$ cat src/rtl/alu_muldiv.sv
// alu_muldiv: execute-stage ALU. Base operations complete in one registered
// cycle; multiply/divide run iteratively, one bit per cycle, into HI/LO.
//
// state | meaning
// IDLE  | ready for a new op; single-cycle ops retire here, mul/div launch
// CALC  | one shift-add or restoring-divide step per cycle, WIDTH cycles
// FIX   | sign correction, HI/LO written, md_done pulses
module alu_muldiv #(
    parameter int WIDTH   = 32,
    parameter int SHAMT_W = $clog2(WIDTH)
) (
    input  logic             clk,
    input  logic             reset,
    input  logic             in_valid,
    output logic             in_ready,
    input  logic [3:0]       ctrl,
    input  logic [WIDTH-1:0] selected_A,
    input  logic [WIDTH-1:0] selected_B,
    output logic [WIDTH-1:0] result,
    output logic             zero_flag,
    output logic             out_valid,
    output logic             md_done,
    output logic [WIDTH-1:0] hi,
    output logic [WIDTH-1:0] lo
);

    localparam logic [3:0] OP_ADD   = 4'd0;
    localparam logic [3:0] OP_SUB   = 4'd1;
    localparam logic [3:0] OP_AND   = 4'd2;
    localparam logic [3:0] OP_OR    = 4'd3;
    localparam logic [3:0] OP_XOR   = 4'd4;
    localparam logic [3:0] OP_NOR   = 4'd5;
    localparam logic [3:0] OP_SLT   = 4'd6;
    localparam logic [3:0] OP_SLL   = 4'd7;
    localparam logic [3:0] OP_SRL   = 4'd8;
    localparam logic [3:0] OP_SRA   = 4'd9;
    localparam logic [3:0] OP_MULT  = 4'd10;
    localparam logic [3:0] OP_MULTU = 4'd11;
    localparam logic [3:0] OP_DIV   = 4'd12;
    localparam logic [3:0] OP_DIVU  = 4'd13;
    localparam logic [3:0] OP_MFHI  = 4'd14;
    localparam logic [3:0] OP_MFLO  = 4'd15;

    typedef enum logic [1:0] {S_IDLE, S_CALC, S_FIX} state_t;

    state_t state_q, state_d;

    logic               accept, is_md, is_div_op, is_signed_op, div_by_zero;
    logic               a_neg, b_neg;
    logic [WIDTH-1:0]   a_mag, b_mag;
    logic [WIDTH-1:0]   sub_res, alu_res;
    logic [SHAMT_W-1:0] shamt;

    logic [SHAMT_W-1:0] cnt_q;
    logic               is_div_q, neg_q, neg_r;
    logic [WIDTH-1:0]   acc_hi, acc_lo, opnd;

    logic [WIDTH:0]     mul_sum, div_shift;
    logic [WIDTH-1:0]   div_diff;
    logic               div_ge;
    logic [2*WIDTH-1:0] prod, prod_fix;
    logic [WIDTH-1:0]   quo_fix, rem_fix;

    assign accept       = in_valid && in_ready;
    assign is_md        = (ctrl >= OP_MULT) && (ctrl <= OP_DIVU);
    assign is_div_op    = (ctrl == OP_DIV) || (ctrl == OP_DIVU);
    assign is_signed_op = (ctrl == OP_MULT) || (ctrl == OP_DIV);
    assign div_by_zero  = is_div_op && (selected_B == '0);

    assign a_neg = is_signed_op && selected_A[WIDTH-1];
    assign b_neg = is_signed_op && selected_B[WIDTH-1];
    assign a_mag = a_neg ? -selected_A : selected_A;
    assign b_mag = b_neg ? -selected_B : selected_B;

    assign shamt   = selected_A[SHAMT_W-1:0];
    assign sub_res = selected_A - selected_B;

    // Single-cycle result selection.
    always_comb begin
        alu_res = '0;
        case (ctrl)
            OP_ADD:  alu_res = selected_A + selected_B;
            OP_SUB:  alu_res = sub_res;
            OP_AND:  alu_res = selected_A & selected_B;
            OP_OR:   alu_res = selected_A | selected_B;
            OP_XOR:  alu_res = selected_A ^ selected_B;
            OP_NOR:  alu_res = ~(selected_A | selected_B);
            OP_SLT:  alu_res[0] = $signed(selected_A) < $signed(selected_B);
            OP_SLL:  alu_res = selected_B << shamt;
            OP_SRL:  alu_res = selected_B >> shamt;
            OP_SRA:  alu_res = $unsigned($signed(selected_B) >>> shamt);
            OP_MFHI: alu_res = hi;
            OP_MFLO: alu_res = lo;
            default: alu_res = '0;
        endcase
    end

    // One iteration step: acc_hi is the partial product / partial remainder,
    // acc_lo the multiplier / dividend being shifted out (quotient shifted in).
    assign mul_sum   = {1'b0, acc_hi} + (acc_lo[0] ? {1'b0, opnd} : '0);
    assign div_shift = {acc_hi, acc_lo[WIDTH-1]};
    assign div_ge    = div_shift >= {1'b0, opnd};
    assign div_diff  = div_shift[WIDTH-1:0] - opnd;

    assign prod     = {acc_hi, acc_lo};
    assign prod_fix = neg_q ? -prod : prod;
    assign quo_fix  = neg_q ? -acc_lo : acc_lo;
    assign rem_fix  = neg_r ? -acc_hi : acc_hi;

    // State register.
    always_ff @(posedge clk) begin
        if (reset) state_q <= S_IDLE;
        else       state_q <= state_d;
    end

    // Next state; only IDLE can take a new op. Divide by zero skips CALC.
    always_comb begin
        state_d  = state_q;
        in_ready = (state_q == S_IDLE);
        case (state_q)
            S_IDLE:  if (accept && is_md) state_d = div_by_zero ? S_FIX : S_CALC;
            S_CALC:  if (cnt_q == '0) state_d = S_FIX;
            S_FIX:   state_d = S_IDLE;
            default: state_d = S_IDLE;
        endcase
    end

    // Datapath: single-cycle results, mul/div operand load, iteration, HI/LO write.
    always_ff @(posedge clk) begin
        if (reset) begin
            result    <= '0;
            zero_flag <= 1'b0;
            out_valid <= 1'b0;
            md_done   <= 1'b0;
            hi        <= '0;
            lo        <= '0;
            cnt_q     <= '0;
            is_div_q  <= 1'b0;
            neg_q     <= 1'b0;
            neg_r     <= 1'b0;
            acc_hi    <= '0;
            acc_lo    <= '0;
            opnd      <= '0;
        end else begin
            out_valid <= 1'b0;
            md_done   <= 1'b0;
            case (state_q)
                S_IDLE: begin
                    if (accept && !is_md) begin
                        result    <= alu_res;
                        zero_flag <= (ctrl == OP_SUB) && (sub_res == '0);
                        out_valid <= 1'b1;
                    end else if (accept) begin
                        cnt_q    <= SHAMT_W'(WIDTH - 1);
                        is_div_q <= is_div_op;
                        if (div_by_zero) begin
                            // Preload the fixed divide-by-zero answer; FIX passes it through.
                            acc_hi <= selected_A;
                            acc_lo <= '1;
                            neg_q  <= 1'b0;
                            neg_r  <= 1'b0;
                        end else if (is_div_op) begin
                            acc_hi <= '0;
                            acc_lo <= a_mag;
                            opnd   <= b_mag;
                            neg_q  <= a_neg ^ b_neg;
                            neg_r  <= a_neg;
                        end else begin
                            acc_hi <= '0;
                            acc_lo <= b_mag;
                            opnd   <= a_mag;
                            neg_q  <= a_neg ^ b_neg;
                            neg_r  <= 1'b0;
                        end
                    end
                end
                S_CALC: begin
                    cnt_q <= cnt_q - 1'b1;
                    if (is_div_q) begin
                        acc_hi <= div_ge ? div_diff : div_shift[WIDTH-1:0];
                        acc_lo <= {acc_lo[WIDTH-2:0], div_ge};
                    end else begin
                        {acc_hi, acc_lo} <= {mul_sum, acc_lo[WIDTH-1:1]};
                    end
                end
                S_FIX: begin
                    md_done <= 1'b1;
                    if (is_div_q) begin
                        hi <= rem_fix;
                        lo <= quo_fix;
                    end else begin
                        hi <= prod_fix[2*WIDTH-1:WIDTH];
                        lo <= prod_fix[WIDTH-1:0];
                    end
                end
                default: ;
            endcase
        end
    end

endmodule
$ cat config.mk
export PLATFORM = sky130hd
export DESIGN_NAME = alu_muldiv
export DESIGN_NICKNAME = d
export VERILOG_FILES = /design/src/rtl/alu_muldiv.sv
export SDC_FILE = /design/constraint.sdc
export NUM_CORES = 1
export LEC_CHECK = 0
export ABC_CLOCK_PERIOD_IN_PS = 11900
export BUFFER_PORTS_ARGS = -buffer_cell sky130_fd_sc_hd__buf_2
export CORE_ASPECT_RATIO = 0.5
export CORE_MARGIN = 2
export CORE_UTILIZATION = 30
export CTS_CLUSTER_DIAMETER = 40
export DETAILED_ROUTE_END_ITERATION = 12
export PLACE_DENSITY_LB_ADDON = 0.25
export RECOVER_POWER = 25
export SKIP_LAST_GASP = 1
export SLEW_MARGIN = 20
export SYNTH_ARGS = -nofsm -noshare
export SYNTH_HDL_FRONTEND = slang
export SYNTH_SLANG_ARGS = --single-unit
export TNS_END_PERCENT = 100
$ cat constraint.sdc
create_clock -name clk -period 11.9 [get_ports clk]
set_clock_uncertainty 0.15 [all_clocks]
set_input_delay 0.595 -clock clk [delete_from_list [all_inputs] [get_ports clk]]
set_output_delay 0.595 -clock clk [all_outputs]
set_load 0.05 [all_outputs]
======== After elaboration in Yosys (flattened, before gate mapping) ========
Cells that the tools add are included.
word-level totals
  flip-flop bits (word level) ............. 205
  output and inout port bits .............. 100
cells by class
  shift operators ......................... 3
  mux-type cells .......................... 35
  order comparisons ....................... 4
  reduce and logical (&&, ||, !) cells .... 23
  equality and inequality tests ........... 20
  bitwise logic cells ..................... 8
  $add $sub $neg .......................... 10
operators by type and width
  kind                                                              number
  32-bit 2-to-1 mux                                                 18
  31-bit case mux with 11 select lines                              1
  32-bit negation                                                   4
  32-bit case mux with 2 select lines                               2
  32-bit zero test                                                  2
  64-bit 2-to-1 mux                                                 1
  64-bit negation                                                   1
  32-bit subtractor                                                 2
  32-bit by 32-bit adder with 33-bit output                         1
  33-bit by 32-bit greater-or-equal comparator with 1-bit output    1
  32-bit adder                                                      1
  32-bit AND                                                        1
  32-bit < comparator                                               1
  32-bit NOT                                                        1
  32-bit OR                                                         1
  32-bit by 5-bit left shift with 32-bit output                     1
  32-bit by 5-bit >> shifter with 32-bit output                     1
  32-bit by 5-bit >>> shifter with 32-bit output                    1
  32-bit XOR                                                        1
  4-bit == test (second input constant)                             7
  4-bit by 3-bit == test with 1-bit output (second input constant)  4
  1-bit case mux with 12 select lines                               1
  5-bit 2-to-1 mux                                                  2
  5-bit case mux with 2 select lines                                1
  25 further kinds                                                  46

======== Logic depth before layout (Yosys ltp) ========
  depth in word-level cells ............... 9
  mapped depth ............................ 16
  depth with buffers taken out ............ 13

======== Worst setup path before layout ========
Ideal clock, no wire load.
  path type ............................... input-to-reg
  start point ............................. input selected_A[0]
  end point ............................... register result[28]
  stages on the path ...................... 16
  data arrival time ....................... 4.038 ns
  path slack .............................. 7.574 ns
  path buffers ............................ 3
  cells stage by stage .................... buf_2 -> buf_2 -> inv_1 -> buf_1 -> ha_1 -> fa_1 -> o21bai_1 -> o211ai_1 -> a31oi_1 -> a21oi_1 -> o2bb2ai_1 -> o21a_1 -> xnor2_1 -> a211o_1 -> a221oi_1 -> o311ai_1
between the ends
  cells in the longest elaborated chain, start to end .. 2
  elaborated cells between the ends (all ways) .. 6
  classes of those cells .................. add/sub (2); shift (3); mux (1)
ends and longest elaborated chain
  item                                             line  source
  from (decl)                                      17    input logic [WIDTH-1:0] selected_A,
  32-bit subtractor, or another cell as far along  76    assign sub_res = selected_A - selected_B;
  31-bit case mux with 11 select lines *           81    case (ctrl)
  to (signal assigned)                             150   result <= alu_res;
  to (decl)                                        19    output logic [WIDTH-1:0] result,
Mark *: on every way between the ends. The rest lies on a longest branch, timed or not.
A chain may end at the register's enable or synchronous reset.

======== Worst setup path in the final report ========
  start point ............................. register state_q[1]
  end point ............................... register hi[27]
between the ends
  cells in the longest elaborated chain, start to end .. 1
ends and longest elaborated chain
  item                    line  source
  from (decl)             46    state_t state_q, state_d;
  from (signal assigned)  113   else state_q <= state_d;
  2-bit == test           147   case (state_q)
  to (signal assigned)    189   hi <= rem_fix;
  to (signal assigned)    192   hi <= prod_fix[2*WIDTH-1:WIDTH];
  to (decl)               23    output logic [WIDTH-1:0] hi,
No other way between the ends.

==> summary.md <==
| Metric | Value |
|---|---|
| Reg2reg start | state_q[1] |
| Initial Util | 0.305 |
| Number of global-route vias before repair | 26.1k |
| Fillers | 8822 |
| Post-layout power | 3.41 mW |
| CTS sink cnt | 205 |
| Number of library cell types mapped by synthesis | 107 |
| Post-synth top flop | dfxtp_1 |
| Starting DRT DRC Count | 3915 |
| Total die area | 0.0859 mm² |
| Pleak | 10.7 nW |
| Critical path data required time | 12240 ps |
| RR Endpoint | hi[27] |
| Post-CTS setup buffers | 0 |
| Min Tclk post-route | 5010 ps |
| Post-synthesis sequential area ratio | 0.164 |
| Avg Cell Area, Syn | 7.29 µm² |
| # setup viols final | 0 |
| Initial antenna violation count | 4 |
| Number of I/O port buffers | 170 |
| Max-Cap Viols | 2 |
| CP max stage delay | 3170 ps |
| Worst setup SP type | flop |
| Yosys reg bits | 205 |
| Clock buffer depth | 3 |
| GRT overflow | 0 |
| Synth area leaders | dfxtp_1 (16%), ha_1 (8.5%), a21oi_1 (6.5%) |
| Initial DRT Pass Iterations | 6 |
| Slew HR | -2.05 |
| Max Slew Vio Count | 165 |
| DP HPWL | 99100 µm |
| WL final | 129000 µm |
| CP cell instances | nor2b_4 -> clkbuf_1 -> nand2_1 -> a21oi_1 |
| Power density cells | 121 mW/mm² |
| GP Congestion | 1.06 |
| Worst-path fanout max | 105 |
| RSZ-0062 raised after global routing | no |
| Least-Margin Pin Slew | 4570 ps |
| Syn Nets | 3677 |
| Highest Clock Rate | 200 MHz |
| Die height | 208 µm |
| CP arrival | 5350 ps |
| Core Box Area | 0.0821 mm² |
| Hold/Removal Path Class | input port to flop |
| Status | finished with violations |
| Clk root buf | clkbuf_16 |
| Fin crit share | 0.421 |
| R2R Setup Slk | 6890 ps |
| Skew-Pair Late Insertion Delay | 610 ps |
| Die X-Extent | 412 µm |
| Ys Warns | 0 |
| Hold Crit Depth | 3 |
| Top cell type's share of synthesized area | 0.164 |
| CP endpoint kind | flop |
| Worst Path Class, Setup | flop to flop |
| Final Cell Area | 0.0281 mm² |
| Synthesized cell area | 0.0250 mm² |
| Register-to-Register Path Depth | 4 |
| Violated checks | capacitance limit, slew limit |
| Cells resized by post-CTS repair | 0 |
| Final hold violation count | 0 |
| Largest net degree at the start of global routing | 106 |
| Mapped Cells | 3432 |
| Synth area leader | dfxtp_1 |
| Vias/cell | 6.23 |
| Post-layout util | 0.342 |
| Clock slew seen by the registers of the worst setup and hold paths | 60 ps |
| Io pins | 171 |
| Cts bufs inserted | 44 |
| First-pass GRT wire length | 185000 µm |
| VDD IR max | 95.1 µV |
| Asr flop ratio synth | 0 |
| Gr usage total | 0.289 |
| Nets@finish | 3676 |
| Rows | 74 |
| Min-delay src | in_valid |
| DRC | 0 |
| Hold buffers post-CTS | 0 |
| Clock tree from TritonCTS | done |
| Share of layout cells above drive strength 1 | 0.107 |
| Post-DP Area | 0.0266 mm² |
| H-tree levels | 2 |
| Hold path endpoint | state_q[1] |
| Total vias in the final route | 28.5k |
| EDFF count, synth | 0 |
| Critical-path top delay cell | clkbuf_1 |
| Antenna-violating nets left | 0 |
| Sum Neg Setup Slack | 0 ps |
| WL/cell | 28.3 µm |
| Area delta synth->final | 12.3% |
area by class of cell:
type	count	area [µm²]	share of cell area
sequential	205	4110	0.146
tap	1102	1380	0.0490
clock buffer	50	1180	0.0421
multi-input combinational	2796	19200	0.685
timing repair buffer	228	1190	0.0424
inverter	156	586	0.0208
antenna	5	12.5	0.000445
clock inverter	31	403	0.0143
per-stage QoR:
| step | worst slack [ps] | hold slack (ps) | cells |
|---|---|---|---|
| after global placement | 6670 | 288 | 4487 |
| after global routing | 6390 | 266 | 4570 |
| after floorplan | 7570 | 282 | 3432 |
| after CTS | 7260 | 227 | 4568 |
| final | 6890 | 240 | 4573 |
| after detailed placement | 6630 | 295 | 4487 |
state kept, by name, indices dropped and copies added (netlist names), 2 cells and up:
signal   cells
acc_hi      32
acc_lo      32
hi          32
lo          32
opnd        32
result      32
cnt_q        5
state_q      2
report_power, final:
part	internal, mW	switching, mW	leakage, nW
Clock	0.857	0.490	0.776
Combinational	0.416	0.857	8.29
Sequential	0.728	0.0667	1.67
Total	2.00	1.41	10.7
metal layers:
layer,track usage,wire length (µm),up-vias
met5,0,0,-
met3,0.0597,13100,234
met4,0.112,5330,0
met2,0.419,53500,1645
met1,0.415,57400,13793
li1,-,-,12799
cell usage after synthesis, types with 11 or more instances:
library cell and number:
buf_1 25, nand2_1 317, nor4_1 28, xor2_1 68
o21ai_0 208, nor2_1 379, inv_1 150, xnor2_1 116
o31ai_1 28, mux4_2 56, dfxtp_1 205, and3_1 20
or4_1 11, o21bai_1 21, o41ai_1 17, a21o_1 51
a221oi_1 50, a311oi_1 20, ha_1 170, nand4_1 38
a21oi_1 327, o221ai_1 17, a221o_1 28, o2111ai_1 20
nor3_1 95, buf_2 39, o21a_1 14, o22ai_1 26
clkbuf_1 194, nor2b_1 20, a31oi_1 40, nand3_1 62
and2_1 14, a2111oi_0 13, a22o_1 16, o211ai_1 48
mux2i_1 75, a22oi_1 45, a211oi_1 107, nand2b_1 32
or3_1 33
placed cells by master, fill, tap and decap left out, types with 48 or more instances in the layout:
cell type | netlist | routed
nor2_1 | 379 | 373
dfxtp_1 | 205 | 204
nor3_1 | 95 | 92
inv_1 | 150 | 149
nand3_1 | 62 | 61
o21ai_0 | 208 | 208
a211oi_1 | 107 | 107
xnor2_1 | 116 | 116
ha_1 | 170 | 170
clkbuf_1 | 194 | 76
buf_2 | 39 | 95
a221oi_1 | 50 | 50
buf_4 | 8 | 56
mux4_2 | 56 | 56
a21o_1 | 51 | 51
mux2i_1 | 75 | 75
nand2_1 | 317 | 317
o211ai_1 | 48 | 48
xor2_1 | 68 | 68
a21oi_1 | 327 | 327
how the worst max path moves through the flow:
stage	endpoint	startpoint	slack (ps)
global route	hi[27]	state_q[1]	6390
detailed placement	result[28]	selected_A[0]	6630
CTS	result[28]	selected_A[0]	7260
floorplan	result[28]	selected_A[0]	7570
finish	hi[27]	state_q[1]	6890
global placement	result[28]	selected_A[0]	6670
worst max-delay path, delay by kind of cell (launching register included):
family	cells	cell delay, ps
buf+inv	1	3170
simple gates	2	720
flops	1	460
compound gates	1	330
kinds of logic after synthesis:
kind of cell,Yosys count,share of synthesized area
DFF,205,0.164
AOI/OAI and AO/OA,1194,0.320
muxes,140,0.0856
xor gates and xnor gates,184,0.0644
and+or+nand+nor,1104,0.208
adders and majority gates,174,0.0882
buffers and inverters,431,0.0702
No activity file was read; power rests on OpenSTA's default activity.
